## src/rtl/imem_port_arbiter.sv

```systemverilog
// imem_port_arbiter: shares one single-port synchronous memory between the
// instruction-fetch port (read-only) and the data port (read/write).
// One access per cycle, read data returned one cycle after the grant.
// Fetch starvation is bounded by STARVE_LIMIT, and if_kill drops a fetch response.
module imem_port_arbiter #(
    parameter int ADDR_WIDTH   = 11,
    parameter int DATA_WIDTH   = 32,
    parameter int STARVE_LIMIT = 4
) (
    input  logic                    clk,
    input  logic                    rst_,
    input  logic                    if_req,
    input  logic [ADDR_WIDTH-1:0]   if_addr,
    input  logic                    if_kill,
    output logic                    if_gnt,
    output logic                    if_rvalid,
    output logic [DATA_WIDTH-1:0]   if_rdata,
    input  logic                    d_req,
    input  logic                    d_we,
    input  logic [DATA_WIDTH/8-1:0] d_be,
    input  logic [ADDR_WIDTH-1:0]   d_addr,
    input  logic [DATA_WIDTH-1:0]   d_wdata,
    output logic                    d_gnt,
    output logic                    d_rvalid,
    output logic [DATA_WIDTH-1:0]   d_rdata,
    output logic                    mem_en,
    output logic                    mem_we,
    output logic [DATA_WIDTH/8-1:0] mem_be,
    output logic [ADDR_WIDTH-1:0]   mem_addr,
    output logic [DATA_WIDTH-1:0]   mem_wdata,
    input  logic [DATA_WIDTH-1:0]   mem_rdata
);

    localparam int BE_W = DATA_WIDTH / 8;
    localparam logic [3:0] STARVE_MAX = 4'(STARVE_LIMIT);

    logic [3:0] starve_cnt_q, starve_cnt_d;
    logic       rsel_if_q, rsel_if_d;
    logic       rsel_d_q, rsel_d_d;

    // Grant select: data has priority unless fetch has waited STARVE_LIMIT cycles.
    // Grants are gated by reset so nothing reaches the memory while rst_ is low.
    always_comb begin
        if_gnt = 1'b0;
        d_gnt  = 1'b0;
        if (rst_) begin
            if (if_req && d_req) begin
                if (starve_cnt_q == STARVE_MAX) begin
                    if_gnt = 1'b1;
                end else begin
                    d_gnt = 1'b1;
                end
            end else if (if_req) begin
                if_gnt = 1'b1;
            end else if (d_req) begin
                d_gnt = 1'b1;
            end
        end
    end

    // Memory port mux; idle and fetch cycles drive zero write controls.
    always_comb begin
        mem_en    = if_gnt | d_gnt;
        mem_we    = 1'b0;
        mem_be    = '0;
        mem_addr  = '0;
        mem_wdata = '0;
        if (if_gnt) begin
            mem_addr = if_addr;
        end else if (d_gnt) begin
            mem_addr  = d_addr;
            mem_we    = d_we;
            mem_be    = d_we ? d_be : {BE_W{1'b0}};
            mem_wdata = d_wdata;
        end
    end

    // Next-state for the starvation counter and the response tracker.
    always_comb begin
        starve_cnt_d = starve_cnt_q;
        if (!if_req || if_gnt) begin
            starve_cnt_d = 4'd0;
        end else if (starve_cnt_q < STARVE_MAX) begin
            starve_cnt_d = starve_cnt_q + 4'd1;
        end
        rsel_if_d = if_gnt & ~if_kill;
        rsel_d_d  = d_gnt & ~d_we;
    end

    // State registers; reset discards any response in flight.
    always_ff @(posedge clk or negedge rst_) begin
        if (!rst_) begin
            starve_cnt_q <= 4'd0;
            rsel_if_q    <= 1'b0;
            rsel_d_q     <= 1'b0;
        end else begin
            starve_cnt_q <= starve_cnt_d;
            rsel_if_q    <= rsel_if_d;
            rsel_d_q     <= rsel_d_d;
        end
    end

    // Response steering: a kill in the response cycle still suppresses fetch data.
    always_comb begin
        if_rvalid = rsel_if_q & ~if_kill;
        d_rvalid  = rsel_d_q;
        if_rdata  = mem_rdata;
        d_rdata   = mem_rdata;
    end

endmodule

```

## config.mk

```make
export PLATFORM = sky130hd
export DESIGN_NAME = imem_port_arbiter
export DESIGN_NICKNAME = d
export VERILOG_FILES = /design/src/rtl/imem_port_arbiter.sv
export SDC_FILE = /design/constraint.sdc
export NUM_CORES = 1
export LEC_CHECK = 0
export ABC_CLOCK_PERIOD_IN_PS = 2200
export CORE_AREA = 2 2 84 86
export CTS_CLUSTER_DIAMETER = 200
export CTS_CLUSTER_SIZE = 40
export DETAILED_ROUTE_END_ITERATION = 6
export DIE_AREA = 0 0 86 88
export PLACE_DENSITY = 0.73
export SLEW_MARGIN = 15
export SYNTH_ARGS = -nofsm -noshare
export SYNTH_HDL_FRONTEND = slang
export SYNTH_SLANG_ARGS = --single-unit
```

## constraint.sdc

```tcl
create_clock -name clk -period 2.2 [get_ports clk]
set_input_delay 0.44 -clock clk [delete_from_list [all_inputs] [get_ports clk]]
set_output_delay 0.44 -clock clk [all_outputs]
set_load 0.1 [all_outputs]
```

==> results.py <==
metrics = {
    "run_status": {
        "run_status": "complete, no violations",
    },
    "logic_synthesis": {
        "ys_seq_area_frac": 0.125,
        "netlist_area_mm2": 0.00120,
        "synth_ff_type": "dfrtp_1",
        "netlist_top_cells_count": "buf_4 (64), and2_1 (33), a22o_1 (11), buf_6 (6), dfrtp_1 (6)",
        "yosysWarnings": 0,
        "syn_area_per_cell_um2": 8.20,
        "ys_types": 19,
        "synthTopCellsByArea": "buf_4 (40%), and2_1 (17%), dfrtp_1 (13%)",
        "synth_edf_count": 0,
        "ys_seq_elements": 6,
        "synth_most_common_cell": "buf_4",
        "syn-num-nets": 244,
        "synth_area_leader_cell": "buf_4",
        "async_flop_share": 1.00,
        "syn_inst": 146,
        "synth_top_area_frac": 0.401,
    },
    "cells_and_area": {
        "drive_gt1_frac": 0.624,
        "fin_nets": 313,
        "area.growth.synth_to_final_pct": 134,
        "utilization": 0.421,
        "post-route-cell-area_mm2": 0.00280,
        "num_antenna_cells": 0,
        "n_fill_cell": 622,
    },
    "global_routing": {
        "gr-total-overflow": 0,
        "antenna_found_initial": 0,
        "grt_max_degree": 13,
        "grt_pass1_vias": 1309,
        "gr-usage-all-layers": 0.120,
        "grt_pass1_wl_um": 7020,
    },
    "sta": {
        "holdWs_ns": 0.439,
        "hold_viol": 0,
        "clock_skew_ns": 0.00264,
        "drv_slew": 0,
        "fmax_mhz": 455,
        "relSlewSlack": 0.751,
        "worst_slack_ns": 0.00157,
        "min_period_over_period": 0.999,
        "max_slew.worst_pin.slew_ns": 0.373,
        "setup_viol": 0,
        "rsz0062_at_grt": "true",
        "post-route-min-period_ns": 2.20,
    },
    "setup_path": {
        "worst-path-buf-inv": 2,
        "crit_chain": "inv_2, ha_4, nand3b_4, o211a_4, a22o_4, buf_12",
        "crit_type": "flop to output pin",
        "worstPathRequired_ns": 1.76,
        "critical_path_arrival_ns": 1.76,
        "crit_path_end_kind": "output pin",
        "crit_path_max_fanout": 7,
        "cpPeakStageDelay_ns": 0.39,
        "critPathTopFamily": "compound AO/OA/AOI/OAI gates",
        "worstSetupStartpointType": "flop",
        "slowest_stage": "dfrtp_1",
    },
    "clock_network": {
        "cts_buffer_depth": 2,
        "cts_tree": "built",
        "cts_sinks": 6,
        "htreeDepth": 1,
        "numCtsBuffers": 3,
        "cts_hold_buffers": 0,
        "clkTransAtPathRegs_ns": 0.03,
        "root_buffer": "clkbuf_8",
        "worstSkewPairLatency_ns": 0.22,
    },
    "placed_design": {
        "dpl_worst_slack_ns": -0.226,
        "hpwl_um": 3250,
        "place_congestion": 0.669,
        "place_area_mm2": 0.00253,
        "placement.io_buffers": 116,
    },
    "die": {
        "rows": 30,
        "die_w_um": 86,
        "initial_core_util": 0.180,
        "die_h_um": 88,
        "pin_count": 213,
        "fp.coreArea_mm2": 0.00664,
        "dieArea_mm2": 0.00757,
    },
    "power_and_ir_drop": {
        "max-vdd-ir-drop_mv": 0.127,
        "static-leakage-power_nw": 1.17,
        "p_per_area_mw_per_mm2": 396,
        "finalPower_mw": 1.11,
    },
    "drt": {
        "firstDrtPassIters": 4,
        "drc": 0,
        "drtIter0Drc": 20,
        "wl_per_cell_um": 17.7,
        "viasPerCell": 4.24,
        "vias": 1241,
        "detail-route-antenna-nets": 0,
        "drt-total-wl_um": 5200,
    },
    "worst_hold_path": {
        "min_path_type": "input pin to asynchronous set/reset pin",
    },
    "run": {
        "maxCapViolCount": 0,
    },
}
-- layout by cell type, fill, tap and decap left out, types with 2 or more instances in the layout --
master / Yosys / routed
dfrtp_1: 6 / 6
and2_2: 0 / 27
clkbuf_8: 0 / 3
nor3_1: 4 / 4
inv_2: 0 / 2
nor2b_1: 3 / 2
a22o_2: 0 / 7
a22o_4: 0 / 4
clkdlybuf4s50_1: 0 / 60
buf_12: 0 / 53
clkbuf_2: 0 / 2
o211a_4: 1 / 8
and3_2: 0 / 4
buf_4: 64 / 10
and2_4: 0 / 6
-- stage by stage --
step / std cells / setup TNS [ns]
after floorplan: 146 / 0
final: 293 / 0
after global routing: 293 / -0.440
after detailed placement: 277 / -9.23
after CTS: 288 / -0.322
after global placement: 277 / -8.04
-- path summary, 6_finish.rpt --
| check | from | to | slack [ns] | cells past startpoint |
|---|---|---|---|---|
| min | rst_ | starve_cnt_q[1]$_DFFE_PN0P_ | 0.44 | 2 |
| min in group clk | starve_cnt_q[3]$_DFFE_PN0P_ | starve_cnt_q[3]$_DFFE_PN0P_ | 0.60 | 2 |
| max in group asynchronous | rst_ | starve_cnt_q[3]$_DFFE_PN0P_ | 1.64 | 2 |
| max | starve_cnt_q[1]$_DFFE_PN0P_ | mem_addr[0] | 0.002 | 6 |
| min reg2reg | starve_cnt_q[3]$_DFFE_PN0P_ | starve_cnt_q[3]$_DFFE_PN0P_ | 0.60 | 2 |
| max reg2reg | starve_cnt_q[1]$_DFFE_PN0P_ | rsel_if_q$_DFF_PN0_ | 0.71 | 7 |
-- registers in the layout, indices dropped and copies added, names as in the netlist --
signal,flops
starve_cnt_q,4
d_rvalid,1
rsel_if_q,1
-- layout make-up --
cell class | instances | area (µm²) | share of cell area
inverter | 4 | 17.5 | 0.00626
timing repair buffer | 126 | 1760 | 0.627
clock buffer | 3 | 41.3 | 0.0148
tap | 80 | 100 | 0.0358
multi-input combinational | 74 | 733 | 0.262
sequential | 6 | 150 | 0.0537
-- cell families (layout without fill, tap and decap cells) --
kind of cell | Yosys count | in the layout | share of synthesized area
flip-flops | 6 | 6 | 0.125
multiplexers | 1 | 1 | 0.00836
XOR/XNOR | 1 | 1 | 0.00732
AND/OR/NAND/NOR | 47 | 48 | 0.249
AO/OA/AOI/OAI | 15 | 22 | 0.119
buffers and inverters | 74 | 133 | 0.470
adder cells (fa/ha/maj) | 2 | 2 | 0.0209
-- report_power, final --
group	leakage, nW	internal, mW	switching, mW	total [mW]
Sequential	0.0810	0.118	0.00652	0.125
Clock	0.0216	0.117	0.0420	0.159
Combinational	1.07	0.354	0.469	0.823
Total	1.17	0.589	0.518	1.11
-- per-layer routing --
metal,GRT usage,routed length (µm)
met1,0.139,1930
met2,0.209,2660
met3,0.0292,452
met4,0.0563,157
met5,0,0
-- repair_timing --
action | 4_1_cts | 5_1_grt
buffers inserted | 3 | 2
cloned | 5 | 3
endpoints found under the setup margin | 50 | 49
resized for setup | 10 | 21
pin swaps | 2 | 5
(Power assumes the default switching activity.)
